**src/rtl/excp_commit_ctrl.sv**
```systemverilog
// Commit-side exception/ERTN sequencer: picks the winning cause, issues one CSR
// update strobe, flushes the pipeline for FLUSH_CYCLES cycles, then redirects fetch.
module excp_commit_ctrl #(
    parameter int unsigned FLUSH_CYCLES = 2,
    parameter logic [31:0] RESET_PC     = 32'h1c000000
) (
    input  logic        clk,
    input  logic        rst,
    input  logic        commit_valid,
    input  logic [31:0] commit_pc,
    input  logic [15:0] commit_excp_num,
    input  logic [31:0] commit_vaddr,
    input  logic        commit_is_ertn,
    input  logic [31:0] csr_eentry,
    input  logic [31:0] csr_tlbrentry,
    input  logic [31:0] csr_era_i,
    input  logic        redirect_ready,
    output logic        busy,
    output logic        flush_o,
    output logic        csr_excp_we,
    output logic        csr_ertn_we,
    output logic [5:0]  csr_ecode,
    output logic [8:0]  csr_esubcode,
    output logic [31:0] csr_era_o,
    output logic        va_error,
    output logic [31:0] bad_va,
    output logic        excp_tlb,
    output logic        excp_tlbrefill,
    output logic [18:0] excp_tlb_vppn,
    output logic        redirect_valid,
    output logic [31:0] redirect_pc
);

    typedef enum logic [1:0] {
        S_IDLE,
        S_CSR,
        S_FLUSH,
        S_REDIRECT
    } state_e;

    state_e      state_q;
    logic [3:0]  cnt_q;
    logic [31:0] target_q;

    logic        busy_q, flush_q, excp_we_q, ertn_we_q;
    logic [5:0]  ecode_q;
    logic [8:0]  esub_q;
    logic [31:0] era_q, bad_va_q, rpc_q;
    logic        va_err_q, tlb_q, refill_q, rv_q;

    logic [3:0]  cause_idx;
    logic [5:0]  dec_ecode;
    logic [8:0]  dec_esub;
    logic        dec_va_err, dec_tlb, dec_refill;
    logic [31:0] dec_bad_va;
    logic        is_excp, trigger;

    assign is_excp = |commit_excp_num;
    assign trigger = (state_q == S_IDLE) && commit_valid && (is_excp || commit_is_ertn);

    // Lowest set bit wins.
    always_comb begin
        cause_idx = '0;
        casez (commit_excp_num)
            16'b???????????????1: cause_idx = 4'd0;
            16'b??????????????10: cause_idx = 4'd1;
            16'b?????????????100: cause_idx = 4'd2;
            16'b????????????1000: cause_idx = 4'd3;
            16'b???????????10000: cause_idx = 4'd4;
            16'b??????????100000: cause_idx = 4'd5;
            16'b?????????1000000: cause_idx = 4'd6;
            16'b????????10000000: cause_idx = 4'd7;
            16'b???????100000000: cause_idx = 4'd8;
            16'b??????1000000000: cause_idx = 4'd9;
            16'b?????10000000000: cause_idx = 4'd10;
            16'b????100000000000: cause_idx = 4'd11;
            16'b???1000000000000: cause_idx = 4'd12;
            16'b??10000000000000: cause_idx = 4'd13;
            16'b?100000000000000: cause_idx = 4'd14;
            16'b1000000000000000: cause_idx = 4'd15;
            default:              cause_idx = 4'd0;
        endcase
    end

    always_comb begin
        dec_ecode  = '0;
        dec_esub   = '0;
        dec_va_err = 1'b0;
        dec_bad_va = '0;
        case (cause_idx)
            4'd0:    dec_ecode = 6'h00;
            4'd1:    dec_ecode = 6'h08;
            4'd2:    dec_ecode = 6'h3F;
            4'd3:    dec_ecode = 6'h03;
            4'd4:    dec_ecode = 6'h07;
            4'd5:    dec_ecode = 6'h0B;
            4'd6:    dec_ecode = 6'h0C;
            4'd7:    dec_ecode = 6'h0D;
            4'd8:    dec_ecode = 6'h0E;
            4'd9:    dec_ecode = 6'h09;
            4'd10: begin
                dec_ecode = 6'h08;
                dec_esub  = 9'd1;
            end
            4'd11:   dec_ecode = 6'h3F;
            4'd12:   dec_ecode = 6'h04;
            4'd13:   dec_ecode = 6'h07;
            4'd14:   dec_ecode = 6'h02;
            default: dec_ecode = 6'h01;
        endcase
        // Fetch-side causes report the PC, data-side causes the access address.
        if (cause_idx >= 4'd1 && cause_idx <= 4'd4) begin
            dec_va_err = 1'b1;
            dec_bad_va = commit_pc;
        end else if (cause_idx >= 4'd9) begin
            dec_va_err = 1'b1;
            dec_bad_va = commit_vaddr;
        end
    end

    assign dec_tlb    = (cause_idx >= 4'd2 && cause_idx <= 4'd4) || (cause_idx >= 4'd11);
    assign dec_refill = (cause_idx == 4'd2) || (cause_idx == 4'd11);

    always_ff @(posedge clk) begin
        if (rst) begin
            state_q   <= S_IDLE;
            cnt_q     <= '0;
            target_q  <= '0;
            busy_q    <= 1'b0;
            flush_q   <= 1'b0;
            excp_we_q <= 1'b0;
            ertn_we_q <= 1'b0;
            ecode_q   <= '0;
            esub_q    <= '0;
            era_q     <= '0;
            va_err_q  <= 1'b0;
            bad_va_q  <= '0;
            tlb_q     <= 1'b0;
            refill_q  <= 1'b0;
            rv_q      <= 1'b0;
            rpc_q     <= RESET_PC;
        end else begin
            // Strobe and cause fields live for the single CSR cycle only.
            excp_we_q <= 1'b0;
            ertn_we_q <= 1'b0;
            ecode_q   <= '0;
            esub_q    <= '0;
            era_q     <= '0;
            va_err_q  <= 1'b0;
            bad_va_q  <= '0;
            tlb_q     <= 1'b0;
            refill_q  <= 1'b0;
            case (state_q)
                S_IDLE: begin
                    if (trigger) begin
                        state_q <= S_CSR;
                        busy_q  <= 1'b1;
                        flush_q <= 1'b1;
                        if (is_excp) begin
                            excp_we_q <= 1'b1;
                            ecode_q   <= dec_ecode;
                            esub_q    <= dec_esub;
                            era_q     <= commit_pc;
                            va_err_q  <= dec_va_err;
                            bad_va_q  <= dec_bad_va;
                            tlb_q     <= dec_tlb;
                            refill_q  <= dec_refill;
                            target_q  <= dec_refill ? csr_tlbrentry : csr_eentry;
                        end else begin
                            ertn_we_q <= 1'b1;
                            target_q  <= csr_era_i;
                        end
                    end
                end
                S_CSR: begin
                    cnt_q <= 4'(FLUSH_CYCLES - 1);
                    if (FLUSH_CYCLES > 1) begin
                        state_q <= S_FLUSH;
                    end else begin
                        state_q <= S_REDIRECT;
                        flush_q <= 1'b0;
                        rv_q    <= 1'b1;
                        rpc_q   <= target_q;
                    end
                end
                S_FLUSH: begin
                    cnt_q <= cnt_q - 4'd1;
                    if (cnt_q == 4'd1) begin
                        state_q <= S_REDIRECT;
                        flush_q <= 1'b0;
                        rv_q    <= 1'b1;
                        rpc_q   <= target_q;
                    end
                end
                S_REDIRECT: begin
                    if (redirect_ready) begin
                        state_q <= S_IDLE;
                        busy_q  <= 1'b0;
                        rv_q    <= 1'b0;
                    end
                end
                default: state_q <= S_IDLE;
            endcase
        end
    end

    assign busy           = busy_q;
    assign flush_o        = flush_q;
    assign csr_excp_we    = excp_we_q;
    assign csr_ertn_we    = ertn_we_q;
    assign csr_ecode      = ecode_q;
    assign csr_esubcode   = esub_q;
    assign csr_era_o      = era_q;
    assign va_error       = va_err_q;
    assign bad_va         = bad_va_q;
    assign excp_tlb       = tlb_q;
    assign excp_tlbrefill = refill_q;
    assign excp_tlb_vppn  = bad_va_q[31:13];
    assign redirect_valid = rv_q;
    assign redirect_pc    = rpc_q;

endmodule

```
**config.mk**
```make
export PLATFORM = sky130hd
export DESIGN_NAME = excp_commit_ctrl
export DESIGN_NICKNAME = d
export VERILOG_FILES = /design/src/rtl/excp_commit_ctrl.sv
export SDC_FILE = /design/constraint.sdc
export NUM_CORES = 1
export LEC_CHECK = 0
export CAP_MARGIN = 30
export CORE_MARGIN = 4
export CORE_UTILIZATION = 35
export CTS_CLUSTER_DIAMETER = 150
export DETAILED_ROUTE_END_ITERATION = 10
export PLACE_DENSITY = 0.73
export SYNTH_ARGS = -nofsm -noshare
export SYNTH_HDL_FRONTEND = slang
export SYNTH_SLANG_ARGS = --single-unit
```
**constraint.sdc**
```tcl
create_clock -name clk -period 2.5 [get_ports clk]
set_input_delay 0.25 -clock clk [delete_from_list [all_inputs] [get_ports clk]]
set_output_delay 0.25 -clock clk [all_outputs]
set_load 0.01 [all_outputs]
```
* Word-level counts from Yosys, hierarchy flattened
Cells that the tools add are included.
** Operators by class
- Bitwise operators :: 3
- Muxes and demuxes :: 23
- Magnitude comparators :: 5
- Multiply operators :: 0
- Div/mod/pow operators :: 0
- Eq/ne operators :: 36
- $add $sub $neg :: 1
- Reductions and logical operators :: 25
- Shift operators :: 0
** Operators with widths (count)
- 32-bit two-way mux :: 4
- 6-bit case mux with 12 select lines :: 1
- 4-bit case mux with 15 select lines :: 1
- 4-bit == test (second input constant) :: 8
- 16-bit == test (second input constant) :: 1
- 4-bit by 3-bit == test with 1-bit output (second input constant) :: 4
- 16-bit OR reduction :: 1
- 15-bit == test (second input constant) :: 1
- 14-bit == test (second input constant) :: 1
- 13-bit == test (second input constant) :: 1
- 12-bit == test (second input constant) :: 1
- 3-bit AND reduction :: 4
- 11-bit == test (second input constant) :: 1
- 10-bit == test (second input constant) :: 1
- 9-bit == test (second input constant) :: 1
- 1-bit two-way mux :: 9
- 4-bit by 1-bit == test with 1-bit output (second input constant) :: 2
- 4-bit by 2-bit == test with 1-bit output (second input constant) :: 2
- 8-bit == test (second input constant) :: 1
- 4-bit >= comparator (second input constant) :: 2
- 2-bit case mux with 4 select lines :: 1
- 4-bit case mux with 2 select lines :: 1
- 2-bit nonzero test :: 4
- 7-bit == test (second input constant) :: 1
- 21 further kinds :: 39
** Word-level totals
- Flip-flop bits (word level) :: 157
- Output and inout port bits :: 138
- RAM bits :: 0
- Memories :: 0
- Input port bits :: 181
- Bits in read-only memories :: 0
- Word-level logic and storage cells :: 109
- Bits in latches :: 0

* Longest topological paths before layout
Gate-level depths: netlist of run 1.
- Depth after elaboration :: 6
- Mapped depth :: 10
- Gate-level depth less buffers :: 8

* Least setup slack after synthesis of run 1
Ideal clock, no wire load.
- Kind :: input port to flip-flop
- Start point :: input commit_excp_num[4]
- End point :: register target_q[10]
- Stages on the path :: 10
- Library setup time :: 0.121 ns
- Setup slack :: 0.418 ns
- Arrival :: 1.961 ns
- Cells stage by stage :: buf_6 > or4_4 > buf_6 > nor3_4 > o2111ai_2 > and2_1 > buf_6 > buf_6 > nor2_1 > o31ai_1
** Between the ends
- Longest elaborated chain between the ends :: 6
- Elaborated cells on any way between the ends :: 22
- Those cells by class :: eq/ne (14); mux (3); reduce/logical (5)
** Ends and longest elaborated chain
- start, declared :: line 11 : input logic [15:0] commit_excp_num,
- 16-bit == test (tied with other cells) :: line 64 : casez (commit_excp_num)
- 4-bit case mux with 15 select lines :: line 64
- 4-bit by 2-bit == test with 1-bit output / 4-bit == test (equally long branches) :: line 122 : assign dec_refill = (cause_idx == 4'd2) || (cause_idx == 4'd11);
- 1-bit logical OR :: line 122
- 32-bit two-way mux :: line 168 : target_q <= dec_refill ? csr_tlbrentry : csr_eentry;
- 32-bit two-way mux :: line 159 : if (is_excp) begin
- end signal, assigned :: line 168
- end signal, assigned :: line 171 : target_q <= csr_era_i;
- end, declared :: line 43 : logic [31:0] target_q;
Several ways; a longest one is shown, not always the timed one.
A chain may end at the register's enable or synchronous reset.

* Final worst setup path of run 1
- Start point :: input commit_excp_num[2]
- End point :: register target_q[18]
** Between the ends
- Longest elaborated chain between the ends :: 6
- Elaborated cells on any way between the ends :: 24
- Those cells by class :: eq/ne (16); mux (3); reduce/logical (5)
** Ends and longest elaborated chain (line)
- 16-bit == test (tied with other cells) :: 64
- 4-bit case mux with 15 select lines :: 64
- 4-bit by 2-bit == test with 1-bit output / 4-bit == test (equally long branches) :: 122
- 1-bit logical OR :: 122
- 32-bit two-way mux :: 168
- 32-bit two-way mux :: 159
Several ways; a longest one is shown, not always the timed one.

==> results of run 1 <==
## final cells by class
class / instances / area [sq um]
fill: 1516 / 6750
timing repair buffer: 351 / 3530
sequential: 148 / 2960
multi-input combinational: 481 / 2480
clock buffer: 20 / 447
tap: 220 / 275
inverter: 45 / 169
clock inverter: 12 / 144
antenna: 2 / 5.00
## critical path, delay by kind of cell
family                 cells  cell delay [ns]
buffers and inverters      4             0.96
AO/OA/AOI/OAI              2             0.32
AND/OR/NAND/NOR            4             0.86
## cells in the final DEF (no fill, tap or decap), types with 31 or more instances in the layout
cell type          n
clkdlybuf4s50_1  309
dfxtp_1          148
nor2_1            54
inv_1             44
a21oi_1           40
nand2_1          172
o31ai_1           34
buf_4             31
o22ai_1           33
nor3_1            36
o21ai_0           40
## power by group
part | switching, mW | internal (mW)
sequential | 0.130 | 2.63
clock | 1.03 | 1.51
combinational | 0.718 | 0.824
## flip-flops by register name (all words and copies together), names as in the netlist, 2 cells and up
signal	count
bad_va	32
csr_ecode	5
target_q	32
csr_era_o	32
cnt_q	4
redirect_pc	32
state_q	2
## timing repair
action                                  CTS  global route
setup buffers                             0             0
endpoints found under the hold margin     0             0
gates resized for setup                   0             1
endpoints found under the setup margin    0             1
## per-layer routing
layer / vias up / global-route usage, % / share of wire, %
met5: - / 0 / 0.061
met1: 2842 / 22.6 / 38
met4: 2 / 8.34 / 2.3
met3: 32 / 9.61 / 10
met2: 266 / 36.8 / 49
li1: 3082 / - / -
## cell usage after synthesis (all sizes together), types with 5 or more instances
| cell | number | area, sq um |
|---|---|---|
| o31ai | 34 | 255 |
| nor3 | 39 | 211 |
| nor2 | 56 | 210 |
| buf | 52 | 375 |
| o21ai | 40 | 200 |
| ha | 6 | 75.1 |
| inv | 45 | 169 |
| o22ai | 33 | 206 |
| nand2 | 173 | 652 |
| nor4 | 6 | 56.3 |
| a21oi | 40 | 200 |
| dfxtp | 148 | 2960 |
| clkbuf | 23 | 86.3 |
| o21a | 5 | 38.8 |
## worst min path at each step
stage                     slack (ns)            end           from  cells past startpoint
final                           0.20    csr_ertn_we            rst                      4
after global routing            0.24    csr_ertn_we            rst                      4
after CTS                       0.17    csr_ertn_we            rst                      4
after detailed placement        0.44   target_q[19]   target_q[19]                      2
after global placement          0.43   target_q[11]   target_q[11]                      2
after floorplan                 0.36  csr_era_o[28]  commit_pc[28]                      2
## metrics by stage
stage | total power, mW | setup slack, ns | hold WS [ns] | area, sq um
final | 6.84 | 0.417 | 0.203 | 10000
after global routing | 7.17 | 0.205 | 0.241 | 10000
after CTS | 6.91 | 0.354 | 0.171 | 10000
after detailed placement | 4.35 | -0.0824 | 0.439 | 9410
after global placement | 4.33 | 0.0213 | 0.435 | 9410
after floorplan | 3.49 | 0.418 | 0.361 | 6050
## logic make-up after synthesis
| kind of cell | count (synthesis) | share of synthesized area (%) |
|---|---|---|
| other | 1 | 0.0622 |
| buffers and inverters | 120 | 10.5 |
| and+or+nand+nor | 295 | 21.1 |
| adders and majority gates | 6 | 1.25 |
| DFF | 148 | 49.1 |
| muxes | 1 | 0.166 |
| AOI/OAI and AO/OA | 171 | 17.8 |
==> flow_summary.ini, run 1 <==
[die]
row_count = 47
io_pins = 319
die_area_sq_um = 19400
die_h_um = 139
core_sq_um = 16800
initial_core_util_pct = 36.0
die_width_um = 139

[power]
p_leak_nw = 3.86
power_density_nw_per_um2 = 683
ir_drop_uv = 486

[synthesis]
avgSynthCellArea_sq_um = 8.12
synthFlopType = dfxtp_1
ys_warn_count = 0
seq_area_frac_synth_pct = 49.1
synth_cells = 742
synth_area_sq_um = 6030
synth_seq_cells = 148
synth-async-reset-ratio_pct = 0
synth_edf_count = 0
ys_types = 50

[clock_network]
clk-insertion-delay-late_ns = 0.41
cts_tree = done
cts.htree.levels = 4
cts_root_buf = clkbuf_16
clock-sinks = 148
cts_hold_buf = 0
cts.clk_slew.worst_paths_ns = 0.06
clock_path_buffers = 2
cts_buffers = 17

[sta]
drv_slew = 0
fmax_ghz = 0.480
final-hold-violation-count = 0
fin_setup_tns_ns = 0
tightest_slew_ns = 0.511
period_share_pct = 83.3
skew_ns = 0.00646
min_period_ns = 2.08
slew_headroom_pct = 65.9
rsz0062_at_grt = false
setup_violations = 0

[critical_path]
critical_path_class = input pin to flip-flop
path_cells = clkdlybuf4s50_1 -> buf_4 -> nor4_2 -> buf_4 -> nand4_1 -> o21bai_2 -> nor2b_2 -> buf_12 -> nand2_1 -> o31ai_1
cp-startpoint = commit_excp_num[2]
crit_slowest_cell = clkdlybuf4s50_1
crit_fanout = 23
cp_common_cell = buf_4
required_ns = 2.82
worstRegToRegCells = 8
cp-start-kind = input pin
r2r_start = state_q[0]
r2r_setup_slack_ns = 0.52
crit_end = target_q[18]
reg2reg_to = state_q[1]
crit_arrival_ns = 2.41
end_kind = flip-flop
timing.critical_path.slowest_cell_delay_ns = 0.42

[routing]
wl_um = 21400
drtIter0Drc = 292
drc = 0
drt-vias-per-instance = 4.87
dr.pass1.iters = 5
drtAntennaViolNets = 0
dr_total_vias = 6224
wl_per_cell_um = 16.7

[global_routing]
grt_max_degree = 43
antenna_found_initial = 3
grt_pass1_wl_um = 33000
grt.overflow.total = 0
gr-usage-all-layers_pct = 21.2
grt_pass1_vias = 6168

[placement]
hpwl_um = 16000
port_buffers = 310
gp_congestion = 0.912
placed_cells = 1245

[worst_hold_path]
hold_class = input pin to flip-flop

[layout]
utilization_pct = 59.7
drive_gt1_share_pct = 8.42
final_cells = 1279
nets = 1231
synthToLayoutAreaGrowth_pct = 66.1

[run]
max-cap-violations = 0

[run_status]
run_status = completed
Note: power is estimated with default switching activity, not from simulation.
==> run 2, diff against run 1 <==
- PLACE_DENSITY: 0.73 -> 0.76
- clock period: 2.5 -> 1.8 ns (I/O delays scaled with it)
==> run 2 against run 1 <==
Clock skew grew 0.0050 ns. Non-clock buffer count grew 69. Combinational power grew 66%. Count of clock-buffer cells in the layout shrank 3. Die area is the same. Clock power grew 40%. Final cell count grew 5.2%. Worst setup slack lost 0.40 ns. Sequential cell count is the same.
==> flow_summary.ini, run 2 (synthesized netlist as in run 1, its figures left out) <==
[run_status]
run_status = completed

[clock_network]
cts_root_buf = clkbuf_16
clk-insertion-delay-late_ns = 0.42
cts_buffers = 17
cts.htree.levels = 4
clock_path_buffers = 2
cts.clk_slew.worst_paths_ns = 0.07
clock-sinks = 148
cts_tree = done

[routing]
drt-vias-per-instance = 5.03
wl_um = 24500
drtAntennaViolNets = 0
wl_per_cell_um = 18.2
drc = 0
dr.pass1.iters = 5
drtIter0Drc = 450
dr_total_vias = 6769

[critical_path]
worstRegToRegCells = 9
timing.critical_path.slowest_cell_delay_ns = 0.32
end_kind = flip-flop
crit_slowest_cell = dfxtp_1
path_cells = inv_2 -> ha_4 -> nand2_4 -> o21bai_4 -> buf_6 -> a222oi_1 -> buf_4 -> mux2i_1 -> nor2_1
cp-start-kind = flip-flop
crit_arrival_ns = 2.07
crit_fanout = 6
reg2reg_to = state_q[1]
cp-startpoint = state_q[1]
r2r_start = state_q[1]
required_ns = 2.08
critical_path_class = flip-flop to flip-flop
r2r_setup_slack_ns = 0.02
path_buf_inv = 3
critical-path-top-delay-family = compound AO/OA/AOI/OAI gates

[placement]
post_dp_cell_area_sq_um = 9670
hpwl_um = 16700
gp_congestion = 0.898
port_buffers = 310
place_ws_ns = -0.721

[die]
core_sq_um = 16800
die_h_um = 139
die_area_sq_um = 19400
io_pins = 319
row_count = 47
die_width_um = 139
initial_core_util_pct = 36.0

[global_routing]
grt_max_degree = 43
antenna_found_initial = 1
gr-usage-all-layers_pct = 23.3
grt.overflow.total = 0
grt_pass1_vias = 6608
grt_pass1_wl_um = 35900

[sta]
min_period_ns = 1.78
fmax_ghz = 0.561
slew_headroom_pct = 66.5
skew_ns = 0.0115
drv_slew = 0
period_share_pct = 99.1
final-hold-violation-count = 0
tightest_slew_ns = 0.503
setup_slack_ns = 0.0168
setup_violations = 0
rsz0062_at_grt = true

[layout]
layout_common_cells = clkdlybuf4s50_1, nand2_1, dfxtp_1
fill_cells = 1364
utilization_pct = 65.6
nets = 1300
num_antenna_cells = 0
drive_gt1_share_pct = 17.9
final_common_cell = clkdlybuf4s50_1
synthToLayoutAreaGrowth_pct = 82.3
post-route-cell-area_sq_um = 11000

[run]
max-cap-violations = 0

[worst_hold_path]
hold_class = input pin to flip-flop
min_from = commit_pc[19]
hold_path_depth = 3
hold_path_end = csr_era_o[19]

[power]
ir_drop_uv = 591
p_leak_nw = 4.39
power_density_nw_per_um2 = 905
## run 2: area by class of cell
class	count	area, sq um	area share [%]
repair buffers	420	4310	39.3
flip-flops and latches	148	2960	27.0
multi-input cells	481	2680	24.4
clock buffers	17	425	3.87
well taps	220	275	2.50
inverters	45	171	1.56
clock inverters	15	158	1.43
## run 2: worst max-delay path by stage
stage | endpoint | slack [ns] | cells after the start
after detailed placement | target_q[31] | -0.72 | 8
after global routing | state_q[1] | -0.06 | 9
after CTS | state_q[1] | 0.0002 | 9
after global placement | target_q[10] | -0.87 | 8
after floorplan | target_q[10] | -0.13 | 10
final | state_q[1] | 0.02 | 9
## run 2: stage by stage
step	TNS, ns	std cells	hold slack [ns]	total power [mW]
after detailed placement	-60.04	1275	0.441	6.17
after global placement	-62.85	1274	0.434	6.12
after floorplan	-7.31	749	0.291	4.85
after global routing	-0.183	1346	0.292	10.4
after CTS	0	1331	0.282	9.89
final	0	1346	0.297	9.95
## run 2: where the power goes
part / switching, mW / internal [mW] / total, mW
Combinational: 1.16 / 1.40 / 2.56
Clock: 1.58 / 1.97 / 3.56
Sequential: 0.184 / 3.65 / 3.83
Total: 2.92 / 7.02 / 9.95
## run 2: what timing repair did
action | in CTS | in global routing
buffers inserted | 20 | 15
gates resized for setup | 57 | 58
pin swaps | 21 | 21
setup endpoints to repair | 73 | 70
hold buffers | 0 | 0
gates cloned | 6 | 3
## run 2: worst min-delay path: cells and delay by family
kind / cells / cell delay [ns]
AND/OR/NAND/NOR: 1 / 0.07
buffers and inverters: 2 / 0.43
## run 2: per-layer routing
metal  vias up  wire length [um]  track usage, %
met5         -                13               0
met2       346             12400            41.3
met1      3138              8680            24.6
li1       3232                 -               -
met4         2               763            9.53
met3        51              2650            9.40
==> run 3, diff against run 2 <==
- GPL_TIMING_DRIVEN: not set -> 0
==> run 3 against run 2 <==
Non-clock buffer count down 9. Worst hold slack got worse by 0.12 ns. Critical path depth down 1. Sequential share of layout area is 1.1 points higher. Fmax decreased by 2.7%. Worst setup slack worse by 0.050 ns. The run now ends with setup timing left. Sequential cell count unchanged. Combinational power is 2% lower. Final cell count shrank 0.67%.
==> flow_summary.ini, run 3 (synthesized netlist as in run 1, its figures left out) <==
[run_status]
run_status = finished, violations left
violations = setup timing

[sta]
fin_setup_tns_ns = -0.0333
skew_ns = 0.00926
slew_headroom_pct = 62.2
min_period_ns = 1.83
rsz0062_at_grt = true
final-hold-violation-count = 0
period_share_pct = 102
drv_slew = 0
fmax_ghz = 0.545
setup_slack_ns = -0.0333
setup_violations = 1
tightest_slew_ns = 0.567

[routing]
wl_um = 23500
drt-vias-per-instance = 4.92
drc = 0
wl_per_cell_um = 17.6
dr.pass1.iters = 5
drtIter0Drc = 419
dr_total_vias = 6572
drtAntennaViolNets = 0

[layout]
fill_cells = 1456
nets = 1291
drive_gt1_share_pct = 16.5
layout_common_cells = clkdlybuf4s50_1, nand2_1, dfxtp_1
final_cells = 1337
num_antenna_cells = 0
final_common_cell = clkdlybuf4s50_1
utilization_pct = 63.1
post-route-cell-area_sq_um = 10600
synthToLayoutAreaGrowth_pct = 75.5

[die]
row_count = 47
core_sq_um = 16800
die_h_um = 139
io_pins = 319
die_area_sq_um = 19400
die_width_um = 139
initial_core_util_pct = 36.0

[placement]
gp_congestion = 0.887
port_buffers = 308
hpwl_um = 17500
placed_cells = 1278
post_dp_cell_area_sq_um = 9430

[worst_hold_path]
hold_class = input pin to flip-flop
hold_path_depth = 3

[power]
p_sw_share_pct = 29.3
p_leak_nw = 4.23
seq_power_share_pct = 39.1
ir_drop_uv = 661
combinationalPowerShare_pct = 25.5
p_int_mw = 6.96
power_switching_mw = 2.88
p_clk_share_pct = 35.4
power_density_nw_per_um2 = 930

[global_routing]
antenna_found_initial = 0
gr-usage-all-layers_pct = 22.8
grt.overflow.total = 0
grt_pass1_vias = 6501
grt_pass1_wl_um = 34900
grt_max_degree = 17

[clock_network]
cts_buffers = 17
cts_tree = done
cts.htree.levels = 4
cts_hold_buf = 0
cts.clk_slew.worst_paths_ns = 0.07
cts_root_buf = clkbuf_16
clk-insertion-delay-late_ns = 0.42
clock_path_buffers = 2
clock-sinks = 148

[critical_path]
path_cells = inv_2 -> ha_4 -> nand2_4 -> o21bai_4 -> a222oi_1 -> buf_4 -> mux2i_1 -> nor2_1
timing.critical_path.slowest_cell_delay_ns = 0.42
r2r_setup_slack_ns = -0.03
reg2reg_to = state_q[1]
r2r_start = state_q[1]
crit_arrival_ns = 2.12
critical_path_class = flip-flop to flip-flop
end_kind = flip-flop
cp-start-kind = flip-flop
crit_slowest_cell = a222oi_1
required_ns = 2.08
crit_fanout = 5
crit_end = state_q[1]
cp-startpoint = state_q[1]
worstRegToRegCells = 8

[run]
max-cap-violations = 0
run 3: what timing repair did:
action / 4_1_cts / 5_1_grt
resized for setup: 105 / 43
buffers inserted: 19 / 7
pin swaps: 17 / 14
gates cloned: 1 / 3
endpoints found under the setup margin: 141 / 97
run 3: area by class of cell:
cell class                      count  area, sq um  share of cell area [%]
Timing Repair Buffer              339         3340                    31.6
Tap cell                          220          275                    2.60
Sequential cell                   148         2970                    28.0
Clock buffer                       17          425                    4.02
Multi-Input combinational cell    481         2680                    25.3
Inverter                           45          169                    1.60
Buffer                             72          572                    5.41
Clock inverter                     15          146                    1.38
run 3: metrics by stage:
| stage | total power [mW] | setup WS, ns | hold WS, ns |
|---|---|---|---|
| final | 9.84 | -0.0333 | 0.177 |
| after global routing | 10.2 | -0.106 | 0.198 |
| after CTS | 9.70 | 0.00376 | 0.165 |
| after detailed placement | 6.02 | -1.40 | 0.440 |
| after global placement | 5.99 | -1.39 | 0.436 |
| after floorplan | 4.85 | -0.128 | 0.291 |
run 3: layer usage:
| metal | GRT usage, % | vias to the layer above | part of all wire, % |
|---|---|---|---|
| li1 | - | 3201 | - |
| met1 | 23.9 | 3022 | 37 |
| met2 | 40.3 | 302 | 50 |
| met3 | 9.85 | 47 | 9.7 |
| met4 | 8.96 | 0 | 2.9 |
| met5 | 0 | - | 0 |
run 3: how the worst min path moves through the flow:
stage	startpoint	to	slack, ns
2_1_floorplan	commit_pc[28]	csr_era_o[28]	0.29
3_3_place_gp	target_q[10]	target_q[10]	0.44
3_5_place_dp	target_q[10]	target_q[10]	0.44
4_1_cts	commit_excp_num[4]	excp_tlb	0.16
5_1_grt	commit_excp_num[4]	excp_tlb	0.20
6_report	commit_excp_num[4]	excp_tlb	0.18
run 3: power groups by stage:
stage / Sequential (mW) / Clock, mW / Combinational [mW]
2_1_floorplan: 3.96 / 0 / 0.897
3_3_place_gp: 3.89 / 0 / 2.10
3_5_place_dp: 3.90 / 0 / 2.12
4_1_cts: 3.84 / 3.52 / 2.34
5_1_grt: 3.89 / 3.64 / 2.69
6_report: 3.85 / 3.48 / 2.51
run 3: critical path, delay by kind of cell (launching register included):
family	cells	cell delay (ns)
adders and majority gates	1	0.17
buffers and inverters	2	0.28
and+or+nand+nor	2	0.11
AOI/OAI and AO/OA	2	0.62
DFF	1	0.34
muxes	1	0.18
